File: src/rtl/pila_retorno.sv
// pila_retorno: return-address LIFO for the monocycle CPU.
// Saves PC+1 on call (push) and presents the return address on dout
// combinationally so a return (pop) can use it in the same cycle.
// Optional sticky overflow/underflow flags are built when the macro
// PILA_ERR_EN is defined; without it the ovf/unf ports do not exist.
module pila_retorno #(
    parameter int WIDTH = 10,
    parameter int DEPTH = 16
) (
    input  logic                     clk,
    input  logic                     reset,
    input  logic                     push,
    input  logic                     pop,
    input  logic [WIDTH-1:0]         din,
    output logic [WIDTH-1:0]         dout,
    output logic                     empty,
    output logic                     full,
    output logic [$clog2(DEPTH):0]   count
`ifdef PILA_ERR_EN
    ,
    output logic                     ovf,
    output logic                     unf
`endif
);

    localparam int AW = $clog2(DEPTH);
    localparam int CW = AW + 1;

    // Occupancy: 0..DEPTH, top entry lives at sp_q-1.
    logic [CW-1:0]    sp_q;
    logic [CW-1:0]    sp_d;
    logic [CW-1:0]    sp_m1;
    logic [AW-1:0]    top_idx;
    logic [AW-1:0]    wr_idx;
    logic             wr_en;
    logic             is_empty;
    logic             is_full;
    logic [WIDTH-1:0] mem_q [DEPTH];

    assign is_empty = (sp_q == '0);
    assign is_full  = (sp_q == CW'(DEPTH));
    assign sp_m1    = sp_q - CW'(1);
    assign top_idx  = sp_m1[AW-1:0];

    // Next occupancy and write port; push+pop on a non-empty stack overwrites the top.
    always_comb begin
        sp_d   = sp_q;
        wr_en  = 1'b0;
        wr_idx = sp_q[AW-1:0];
        if (push && pop) begin
            wr_en = 1'b1;
            if (is_empty) begin
                sp_d = sp_q + CW'(1);
            end else begin
                wr_idx = top_idx;
            end
        end else if (push) begin
            if (!is_full) begin
                wr_en = 1'b1;
                sp_d  = sp_q + CW'(1);
            end
        end else if (pop) begin
            if (!is_empty) begin
                sp_d = sp_m1;
            end
        end
        // A strobe coinciding with reset is discarded, including its array write.
        if (reset) begin
            wr_en = 1'b0;
        end
    end

    // Occupancy register, cleared immediately by reset.
    always_ff @(posedge clk or posedge reset) begin
        if (reset) begin
            sp_q <= '0;
        end else begin
            sp_q <= sp_d;
        end
    end

    // Entry storage; contents survive reset since sp_q hides them.
    always_ff @(posedge clk) begin
        if (wr_en) begin
            mem_q[wr_idx] <= din;
        end
    end

    assign dout  = is_empty ? '0 : mem_q[top_idx];
    assign empty = is_empty;
    assign full  = is_full;
    assign count = sp_q;

`ifdef PILA_ERR_EN
    logic ovf_q;
    logic ovf_d;
    logic unf_q;
    logic unf_d;

    // Sticky error conditions: ignored push when full, ignored pop when empty.
    always_comb begin
        ovf_d = ovf_q | (push & ~pop & is_full);
        unf_d = unf_q | (pop & ~push & is_empty);
    end

    // Error flag registers, held until reset.
    always_ff @(posedge clk or posedge reset) begin
        if (reset) begin
            ovf_q <= 1'b0;
            unf_q <= 1'b0;
        end else begin
            ovf_q <= ovf_d;
            unf_q <= unf_d;
        end
    end

    assign ovf = ovf_q;
    assign unf = unf_q;
`endif

endmodule

File: config.mk
export PLATFORM = sky130hd
export DESIGN_NAME = pila_retorno
export DESIGN_NICKNAME = d
export VERILOG_FILES = /design/src/rtl/pila_retorno.sv
export SDC_FILE = /design/constraint.sdc
export NUM_CORES = 1
export LEC_CHECK = 0
export ABC_AREA = 1
export CORE_MARGIN = 4
export CORE_UTILIZATION = 35
export CTS_BUF_LIST = sky130_fd_sc_hd__clkbuf_4 sky130_fd_sc_hd__clkbuf_8
export DETAILED_ROUTE_END_ITERATION = 12
export PLACE_DENSITY = 0.53
export SETUP_SLACK_MARGIN = 0.3
export SYNTH_ARGS = -nofsm -noshare
export SYNTH_HDL_FRONTEND = slang
export SYNTH_SLANG_ARGS = --single-unit
File: constraint.sdc
create_clock -name clk -period 3 [get_ports clk]
set_clock_uncertainty 0.1 [all_clocks]
set_input_delay 0.45 -clock clk [delete_from_list [all_inputs] [get_ports clk]]
set_output_delay 0.45 -clock clk [all_outputs]
set_load 0.02 [all_outputs]
==> impl_results.md <==
- Layout Nets: 718
- Routed WL per cell: 19.66 µm
- Area delta synth->final: 27.56%
- Reg-to-Reg Start: count[1]
- Max clock buf depth: 2
- Synth warn: 0
- Die H: 150.2 µm
- Share of flip-flops with an asynchronous set or reset: 0.03030
- Post-Syn Area: 7074 µm²
- Number of synthesized flops with an enable pin: 160
- Die area: 22550 µm²
- Clk slew on worst S/H paths: 0.10 ns
- GR Util met3: 0.04877
- Clock sinks: 165
- Clock power frac: 0.148
- Peak Freq: 0.3628 GHz
- Syn_nets: 647
- Sw Ratio: 0.4264
- First-pass GRT wire length: 29010 µm
- Status: completed
- CP Launch Type: flip-flop
- Top-area cell type share of the netlist area: 0.6792
- TritonCTS clock tree: done
- Detailed Route WL: 19250 µm
- Total iterations of the first detailed-routing run: 7
- Core Box Area: 19650 µm²
- Critical Path Start: count[0]
- Logic pwr share: 0.606
- Worst setup EP type: output port
- Busiest layer in global routing: met2
- LEAKAGE: 3.221 nW
- Synth unique cells: 34
- Global-route met1 utilization: 0.2357
- Routed Antenna Nets: 0
- Yosys top cell by area: edfxtp_1
- Dpl cell area: 7986 µm²
- Min cycle time layout: 2.756 ns
- Period utilisation layout: 0.9187
- Final Hold Fails: 0
- TNS Setup: 0 ns
- Skew-Pair Late Insertion Delay: 0.46 ns
- Global Route met2 Usage: 0.2782
- P_sw: 4.793 mW
- RSZ-0062 raised after global routing: yes
- Die Wd: 150.2 µm
- Largest net degree at the start of global routing: 46
- Critical path class: reg2out
- Slew @ Worst Pin: 0.6648 ns
- Syn_area_per_cell: 11.23 µm²
- DRC: 0
- Post-Layout Inst Area: 9024 µm²
- CP Data Required Time: 2.45 ns
- Synth area leaders: edfxtp_1, nor2_1, nand3_1, nand2_1, o21ai_0
- Initial core utilization: 0.3599
- Synth Flop Type: edfxtp_1
- Seq/Total Area, Yosys: 0.6969
- Ant. Diodes: 0
- I/O pin cnt: 31
- Power Dens Cells: 1246 nW/µm²
- Placer Congestion: 0.8270
- Sequential Power Share: 0.245
- Clk root buf: clkbuf_8
- Synth Instances: 630
- Worst vdd ir: 918.0 µV
- CTS buffer count: 17
- Via density: 5.067
- # rows: 51
- DRT iter0 DRCs: 443
- Hold Path Class: in2async
- Most frequent cell after synthesis: edfxtp_1
- Max Fanout on Critical Path: 8
- Global-route usage over all layers: 0.1766
- Fraction of layout cells with a size suffix above 1: 0.2647
- Power Internal: 6.448 mW
- GR Overflow Total: 0
- Final Setup Violations: 0
- Max transition margin: 0.5554
- Vias: 4961
- DP HPWL: 11210 µm
- Max-slew violation count: 0
- CP Data Arrival Time: 2.21 ns
- IO Port Bufs: 30
- H-tree Lvls: 4
- Max Cap Viol: 0
- #FFs+latches synth: 165
- Vias in the first global route: 4987
- Top post-synthesis cells by count: edfxtp_1, nor2_1, nand2_1
- Antenna violations before repair: 0
-- sequential cells by signal, indices dropped and copies added, names as in the netlist --
name   count
mem_q    160
count      5
-- stage by stage --
step	utilization	setup WS [ns]	hold slack (ns)	cells	power (mW)
after floorplan	-	0.2670	0.1285	630	6.005
after global placement	0.4064	0.06110	0.4273	926	7.935
after detailed placement	0.4064	0.06418	0.4522	926	7.956
after CTS	0.4477	0.2343	0.1444	975	10.62
after global routing	0.4591	0.1167	0.1620	979	12.00
final	0.4591	0.2438	0.1486	979	11.24
-- critical path: stages, from the launching register on --
cell and delay (ns):
dfrtp_2 0.40, clkinv_4 0.10, ha_4 0.39, buf_6 0.16
clkbuf_16 0.18, nor2_2 0.04, o21ai_0 0.07, nand3_1 0.10
nand3_1 0.11, nand2_2 0.06, buf_6 0.13
-- cell type report --
cell class	count	area, µm²
well taps	265	331.6
clock inverters	15	178.9
inverters	24	105.1
fillers	1826	10630
repair buffers	83	1030
clock buffers	17	234.0
flip-flops and latches	165	4932
multi-input cells	410	2212
-- kinds of logic (layout without fill, tap and decap cells) --
| family | Yosys count | after routing | share of synthesized area |
|---|---|---|---|
| buf+inv | 55 | 139 | 0.03626 |
| flops | 165 | 165 | 0.6969 |
| fa+ha+maj | 3 | 3 | 0.005307 |
| simple gates | 333 | 333 | 0.2018 |
| compound gates | 69 | 69 | 0.05094 |
| xor+xnor | 5 | 5 | 0.008845 |
-- what timing repair did --
item,CTS,global route
setup endpoints to repair,10,11
pin swaps,19,34
buffers inserted,14,1
resized for setup,103,59
gates cloned,3,3
hold buffers,0,0
-- cells in the final DEF (no fill, tap or decap), types with 9 or more instances in the layout --
master and n:
o21ai_0 21, nor2_1 101, o21ai_1 33, buf_4 26
clkdlybuf4s50_1 20, buf_6 15, inv_2 12, clkbuf_8 17
nand3_2 16, nand2_1 93, nor2_2 18, inv_1 9
nand2_2 9, nand3_1 67, edfxtp_1 160, nor2_4 19
buf_12 12
-- power groups by stage --
stage / registers [mW] / logic (mW) / clock network, mW
6_report: 2.76 / 6.82 / 1.67
5_1_grt: 2.77 / 7.42 / 1.80
4_1_cts: 2.76 / 6.17 / 1.69
3_5_place_dp: 2.81 / 5.14 / 0
3_3_place_gp: 2.81 / 5.13 / 0
2_1_floorplan: 2.82 / 3.18 / 0
-- worst paths after layout --
check / endpoint / slack, ns / cells past startpoint
hold reg to reg: count[4] / 0.47 / 2
setup reg to reg: mem_q[12][2] / 0.40 / 9
min in group clk: count[4] / 0.47 / 2
max in group asynchronous: count[0] / 2.46 / 2
setup / recovery: dout[4] / 0.24 / 10
hold / removal: count[2] / 0.15 / 2
-- layer usage --
layer | part of all wire | vias to the layer above
li1 | - | 2333
met1 | 0.45 | 2437
met3 | 0.064 | 35
met5 | 0 | -
met2 | 0.46 | 156
met4 | 0.024 | 0
Note: power is estimated with default switching activity, not from simulation.
